### src/rtl/mem_access_unit.sv
// -----------------------------------------------------------------------------
// mem_access_unit
//
// Load/store sequencer that sits between the EX/MEM pipeline register and the
// block RAM wrapper of the data memory. One request is taken at a time and the
// unit keeps the pipeline stalled (busy) until that request has produced its
// single response pulse.
//
// Address decode at acceptance:
//   MEM      : addr[31:ADDR_BITS] == 0  -> data memory (one-cycle strobe,
//              then READ_LATENCY cycles of wait for loads)
//   IO       : addr == IO_ADDR          -> byte-wide valid/ready I/O port
//   UNMAPPED : anything else            -> loads return 0, stores are dropped
// Requests with both or neither of req_read/req_write are NOPs: they complete
// immediately with resp_rdata = 0 and touch nothing else.
//
// Ports:
//   CLK, reset          clock (rising edge), asynchronous active-low reset
//   req_*               request handshake and fields from the pipeline
//   resp_valid/rdata    one-cycle completion pulse and load result
//   busy                pipeline stall, high whenever the unit is not idle
//   mem_*               enable-style controls and data of the data memory
//   io_tx_*             I/O write handshake (byte out)
//   io_rx_*             I/O read handshake (byte in)
// -----------------------------------------------------------------------------
module mem_access_unit #(
  parameter int unsigned READ_LATENCY = 1,
  parameter int unsigned ADDR_BITS    = 17,
  parameter logic [31:0] IO_ADDR      = 32'hFFFF_0000
) (
  input  logic        CLK,
  input  logic        reset,

  input  logic        req_valid,
  output logic        req_ready,
  input  logic        req_read,
  input  logic        req_write,
  input  logic [31:0] req_addr,
  input  logic [31:0] req_wdata,

  output logic        resp_valid,
  output logic [31:0] resp_rdata,
  output logic        busy,

  output logic        mem_distinct,
  output logic [31:0] mem_address,
  output logic [31:0] mem_write_data,
  output logic        mem_MemWrite,
  output logic        mem_MemRead,
  input  logic [31:0] mem_read_data,

  output logic        io_tx_valid,
  input  logic        io_tx_ready,
  output logic [7:0]  io_tx_data,

  output logic        io_rx_ready,
  input  logic        io_rx_valid,
  input  logic [7:0]  io_rx_data
);

  // READ_LATENCY is limited to 1..4, so the wait counter never needs more
  // than two bits.
  localparam int unsigned         CNT_W     = 2;
  localparam logic [CNT_W-1:0]    WAIT_LOAD = CNT_W'(READ_LATENCY - 1);

  typedef enum logic [2:0] {
    S_IDLE,
    S_ISSUE,
    S_WAIT,
    S_IO_TX,
    S_IO_RX,
    S_RESP
  } state_t;

  state_t             r_state;
  logic               r_isRead;
  logic [CNT_W-1:0]   r_waitCnt;

  logic               r_reqReady;
  logic               r_busy;
  logic               r_respValid;
  logic [31:0]        r_respRdata;
  logic               r_memDistinct;
  logic [31:0]        r_memAddress;
  logic [31:0]        r_memWriteData;
  logic               r_memWrite;
  logic               r_memRead;
  logic               r_ioTxValid;
  logic [7:0]         r_ioTxData;
  logic               r_ioRxReady;

  logic               w_isMem;
  logic               w_isIo;
  logic               w_opRead;
  logic               w_opWrite;

  // Decode of the live request inputs; only consumed on the accepting edge,
  // after which everything needed is held in registers.
  assign w_isMem   = (req_addr[31:ADDR_BITS] == '0);
  assign w_isIo    = (req_addr == IO_ADDR);
  assign w_opRead  = req_read & ~req_write;
  assign w_opWrite = req_write & ~req_read;

  // Sequencer. Every output is a register that is set on the edge entering
  // the state it belongs to, so outputs change cleanly with the state.
  // The memory strobes and resp_valid default to 0 each cycle because they
  // must only ever last a single cycle.
  always_ff @(posedge CLK or negedge reset) begin
    if (!reset) begin
      r_state        <= S_IDLE;
      r_isRead       <= 1'b0;
      r_waitCnt      <= '0;
      r_reqReady     <= 1'b1;
      r_busy         <= 1'b0;
      r_respValid    <= 1'b0;
      r_respRdata    <= '0;
      r_memDistinct  <= 1'b0;
      r_memAddress   <= '0;
      r_memWriteData <= '0;
      r_memWrite     <= 1'b0;
      r_memRead      <= 1'b0;
      r_ioTxValid    <= 1'b0;
      r_ioTxData     <= '0;
      r_ioRxReady    <= 1'b0;
    end else begin
      r_respValid   <= 1'b0;
      r_memDistinct <= 1'b0;
      r_memWrite    <= 1'b0;
      r_memRead     <= 1'b0;

      case (r_state)
        S_IDLE: begin
          if (req_valid) begin
            r_reqReady <= 1'b0;
            r_busy     <= 1'b1;
            if (!w_opRead && !w_opWrite) begin
              // NOP: no side effects, result forced to zero.
              r_respRdata <= '0;
              r_respValid <= 1'b1;
              r_state     <= S_RESP;
            end else if (w_isMem) begin
              // Address and data are only loaded here so they keep showing
              // the last memory access while the unit does anything else.
              r_memAddress   <= req_addr;
              r_memWriteData <= req_wdata;
              r_memDistinct  <= 1'b1;
              r_memRead      <= w_opRead;
              r_memWrite     <= w_opWrite;
              r_isRead       <= w_opRead;
              r_state        <= S_ISSUE;
            end else if (w_isIo && w_opWrite) begin
              r_ioTxValid <= 1'b1;
              r_ioTxData  <= req_wdata[7:0];
              r_state     <= S_IO_TX;
            end else if (w_isIo) begin
              r_ioRxReady <= 1'b1;
              r_state     <= S_IO_RX;
            end else begin
              // Unmapped: loads read as zero, stores vanish.
              if (w_opRead) begin
                r_respRdata <= '0;
              end
              r_respValid <= 1'b1;
              r_state     <= S_RESP;
            end
          end
        end

        S_ISSUE: begin
          if (r_isRead) begin
            r_waitCnt <= WAIT_LOAD;
            r_state   <= S_WAIT;
          end else begin
            r_respValid <= 1'b1;
            r_state     <= S_RESP;
          end
        end

        // The RAM data becomes valid in the WAIT cycle where the counter
        // has run down to zero; capture it on that cycle's edge.
        S_WAIT: begin
          if (r_waitCnt == '0) begin
            r_respRdata <= mem_read_data;
            r_respValid <= 1'b1;
            r_state     <= S_RESP;
          end else begin
            r_waitCnt <= r_waitCnt - 1'b1;
          end
        end

        S_IO_TX: begin
          if (io_tx_ready) begin
            r_ioTxValid <= 1'b0;
            r_respValid <= 1'b1;
            r_state     <= S_RESP;
          end
        end

        S_IO_RX: begin
          if (io_rx_valid) begin
            r_ioRxReady <= 1'b0;
            r_respRdata <= {24'h0, io_rx_data};
            r_respValid <= 1'b1;
            r_state     <= S_RESP;
          end
        end

        S_RESP: begin
          r_reqReady <= 1'b1;
          r_busy     <= 1'b0;
          r_state    <= S_IDLE;
        end

        default: begin
          r_ioTxValid <= 1'b0;
          r_ioRxReady <= 1'b0;
          r_reqReady  <= 1'b1;
          r_busy      <= 1'b0;
          r_state     <= S_IDLE;
        end
      endcase
    end
  end

  assign req_ready      = r_reqReady;
  assign busy           = r_busy;
  assign resp_valid     = r_respValid;
  assign resp_rdata     = r_respRdata;
  assign mem_distinct   = r_memDistinct;
  assign mem_address    = r_memAddress;
  assign mem_write_data = r_memWriteData;
  assign mem_MemWrite   = r_memWrite;
  assign mem_MemRead    = r_memRead;
  assign io_tx_valid    = r_ioTxValid;
  assign io_tx_data     = r_ioTxData;
  assign io_rx_ready    = r_ioRxReady;

endmodule

### config.mk
export PLATFORM = sky130hd
export DESIGN_NAME = mem_access_unit
export DESIGN_NICKNAME = d
export VERILOG_FILES = /design/src/rtl/mem_access_unit.sv
export SDC_FILE = /design/constraint.sdc
export NUM_CORES = 1
export LEC_CHECK = 0
export BUFFER_PORTS_ARGS = -buffer_cell sky130_fd_sc_hd__buf_4
export CORE_MARGIN = 4
export CORE_UTILIZATION = 47
export CTS_CLUSTER_DIAMETER = 80
export CTS_CLUSTER_SIZE = 40
export DETAILED_ROUTE_END_ITERATION = 8
export GPL_TIMING_DRIVEN = 0
export PLACE_DENSITY = 0.9
export SLEW_MARGIN = 20
export SYNTH_ARGS = -nofsm -noshare
export SYNTH_HDL_FRONTEND = slang
export SYNTH_SLANG_ARGS = --single-unit
### constraint.sdc
create_clock -name CLK -period 2.32 [get_ports CLK]
set_input_delay 0 -clock CLK [delete_from_list [all_inputs] [get_ports CLK]]
set_output_delay 0 -clock CLK [all_outputs]
set_load 0.01 [all_outputs]
==> flow_summary.json <==
{
  "cp_data_arrival_time_ns": 2.64,
  "synth-seq-cells": 118,
  "power_frac_seq_pct": 34.5,
  "cts_num_sinks": 118,
  "placed_area_sq_um": 6890,
  "p_clk_share_pct": 42.6,
  "fmax_mhz": 447,
  "grt_use_met2_pct": 53.1,
  "power_density_nw_per_um2": 770,
  "swShare_pct": 26.5,
  "ctsLongestPathBuffers": 2,
  "n_antenna_cell": 0,
  "place_ws_ns": 0.0418,
  "cts_buffers": 17,
  "period_needed_ns": 2.24,
  "die_area_sq_um": 12500,
  "coreArea_sq_um": 10400,
  "ys_warn_count": 0,
  "synthFlopType": "dfrtp_1",
  "rows": 37,
  "clk_latency_ns": 0.52,
  "syn_area_sq_um": 5040,
  "post_drt_wl_per_cell_microns": 19.5,
  "setup_ws_ns": 0.0834,
  "crit_path_start_kind": "flop",
  "synth_mux_area_share_pct": 19.9,
  "final_hold_viol_count": 0,
  "io_buffers": 222,
  "first_iter_violations": 276,
  "start_util_pct": 48.6,
  "die_x_microns": 112,
  "finalNetCount": 858,
  "yosys.area_share.xor_xnor_pct": 0,
  "grt_pass1_vias": 5135,
  "finClkSkew_ns": 0.00866,
  "synth_top_family_by_area": "multiplexers",
  "fin_crit_sh_pct": 96.4,
  "netlist_top_cells_area": "dfrtp_1 (58%), mux2_2 (13%), mux2i_1 (4.8%)",
  "worstMarginPinSlew_ns": 0.917,
  "status": "finished, final reports clean",
  "yosys.area_share.adder_pct": 0.744,
  "synth_cell_types": 41,
  "cts_tree": "done",
  "yosysSeqAreaShare_pct": 58.6,
  "cap_viol_max_count": 0,
  "critPathKind": "reg -> reg",
  "dr.pass1.iters": 5,
  "r2r_slack_ns": 0.08,
  "drc": 0,
  "avgSynthCellArea_sq_um": 12.5,
  "slowest_delay_ns": 0.39,
  "fin_cells": 893,
  "setup_violations": 0,
  "p_sw_mw": 1.74,
  "dieHeight_microns": 112,
  "wl_microns": 17400,
  "routabilityCongestion": 0.904,
  "async_flop_share_pct": 100,
  "syn_inst": 403,
  "fin_area_sq_um": 8540,
  "gr-usage-met3_pct": 7.93,
  "place_hpwl_microns": 10100,
  "io_pins": 223,
  "synth_edf_count": 0,
  "cts_max_level": 4,
  "via_per_inst": 5.23,
  "crit_path_max_fanout": 10,
  "drtAntennaViolNets": 0,
  "crit_slowest_cell": "dfrtp_1",
  "grt_max_degree": 119,
  "num-fill-cells": 536,
  "synthSimpleGateAreaFrac_pct": 9.77,
  "dpl.cell_count": 761,
  "hp-class": "in -> reg",
  "dr_total_vias": 4667,
  "clkTransAtPathRegs_ns": 0.06,
  "synth_top_area_share_pct": 58.0,
  "grt_pass1_wl_microns": 27500,
  "top_usage_layer": "met2",
  "peakVddDrop_v": 0.000447,
  "synth_compound_area_share_pct": 5.75,
  "gr-total-overflow": 0,
  "cts_root_buf": "clkbuf_8",
  "total_power_mw": 6.57,
  "drv_slew": 0,
  "maxSlewHeadroom_pct": 38.8,
  "crit_required_ns": 2.72,
  "layout-drive-gt1-share_pct": 45.4,
  "grt.met1_usage_pct": 28.9,
  "worstPathCellList": "inv_1 -> ha_1 -> o21bai_1 -> a221oi_2 -> o211ai_1 -> o21ba_1 -> buf_6 -> buf_12 -> mux2_4",
  "pwr-share-comb_pct": 22.9,
  "synth_top_area_cell": "dfrtp_1",
  "cp-end-kind": "flop",
  "power_leakage_nw": 4.32,
  "area_delta_synth_final_pct": 69.2,
  "antenna_found_initial": 0,
  "syn_nets": 517,
  "grt_util_all_layers_pct": 28.2,
  "internal-power_mw": 4.83
}
[layout by cell type, fill, tap and decap left out, types with 3 or more instances in the layout]
cell | synthesis | layout
a21oi_1 | 11 | 11
a22oi_1 | 10 | 10
buf_2 | 3 | 3
buf_4 | 5 | 227
buf_6 | 3 | 3
bufinv_16 | 0 | 4
clkbuf_1 | 8 | 6
clkbuf_16 | 0 | 16
clkbuf_8 | 0 | 6
clkinvlp_4 | 0 | 5
dfrtp_1 | 117 | 117
dlygate4sd3_1 | 0 | 99
ha_1 | 3 | 3
inv_1 | 33 | 33
mux2_2 | 60 | 60
mux2_4 | 6 | 6
mux2i_1 | 24 | 24
nand2_1 | 32 | 32
nand4_1 | 4 | 4
nor2_1 | 18 | 18
nor2b_1 | 17 | 17
nor3_1 | 3 | 3
nor4_1 | 7 | 6
nor4_2 | 3 | 4
o21ai_0 | 8 | 8
[state kept, by name, summed over array words and instances (netlist names)]
| register | cells |
|---|---|
| mem_address | 32 |
| resp_valid | 1 |
| io_rx_ready | 1 |
| mem_MemWrite | 1 |
| io_tx_data | 8 |
| r_state | 3 |
| busy | 1 |
| req_ready | 1 |
| mem_write_data | 32 |
| r_isRead | 1 |
| r_waitCnt | 2 |
| mem_MemRead | 1 |
| mem_distinct | 1 |
| resp_rdata | 32 |
| io_tx_valid | 1 |
[worst paths after layout]
kind	start	to	depth (start not counted)
max	r_waitCnt[0]	resp_rdata[6]	9
min	req_addr[17]	r_state[2]	5
max reg2reg	r_waitCnt[0]	resp_rdata[6]	9
min reg2reg	req_ready	req_ready	2
max in group asynchronous	reset	r_state[1]	2
min in group asynchronous	reset	mem_address[13]	2
[synth_stat cells, drive strengths merged, types with 8 or more instances]
cell type  count
nand2         32
a21oi         11
mux2i         24
dfrtp        117
nor2          20
a22oi         10
nor4          10
o21ai          8
inv           33
nor2b         17
mux2          66
buf           13
clkbuf         8
[area by class of cell]
| type | count | area, sq um | share of cell area, % |
|---|---|---|---|
| Timing Repair Buffer | 322 | 2670 | 31.3 |
| Inverter | 33 | 124 | 1.45 |
| Clock inverter | 11 | 171 | 2.01 |
| Buffer | 21 | 143 | 1.67 |
| Clock buffer | 21 | 469 | 5.50 |
| Tap cell | 136 | 170 | 1.99 |
| Sequential cell | 118 | 2950 | 34.6 |
| Multi-Input combinational cell | 231 | 1830 | 21.5 |
[per-layer routing]
layer	share of wire [%]	up-vias
met3	6.1	54
met5	0	-
met2	55	227
met4	3.6	0
li1	-	2080
met1	35	2306
[repair_timing]
action                                  CTS  global route
endpoints found under the hold margin   217             0
gates resized for setup                   0             5
endpoints found under the setup margin    0            45
setup buffers                             0             1
hold buffers                             99             0
[kinds of logic after synthesis]
group,after synthesis
flops,118
simple gates,95
mux,90
buf+inv,54
compound gates,43
fa+ha+maj,3
[critical path: cells and delay by family (launching register included)]
kind	cells	cell delay, ns
compound gates	4	0.81
flops	1	0.39
buf+inv	3	0.37
mux	1	0.30
fa+ha+maj	1	0.24
[metrics by stage]
stage / utilization (%) / hold slack [ns] / TNS, ns
3_5_place_dp: 66.4 / 0.236 / 0
3_3_place_gp: 66.4 / 0.233 / 0
2_1_floorplan: - / -0.296 / 0
5_1_grt: 82.3 / 0.0813 / -0.0125
4_1_cts: 82.1 / 0.0338 / 0
6_report: 82.3 / 0.0751 / 0
[power by group through the flow]
stage / logic [mW] / clock network [mW] / registers (mW)
after global placement: 1.27 / 0 / 2.28
final: 1.50 / 2.80 / 2.27
after detailed placement: 1.31 / 0 / 2.29
after CTS: 1.45 / 2.81 / 2.26
after global routing: 1.60 / 2.93 / 2.28
after floorplan: 0.776 / 0 / 2.32
Note: power is estimated with default switching activity, not from simulation.
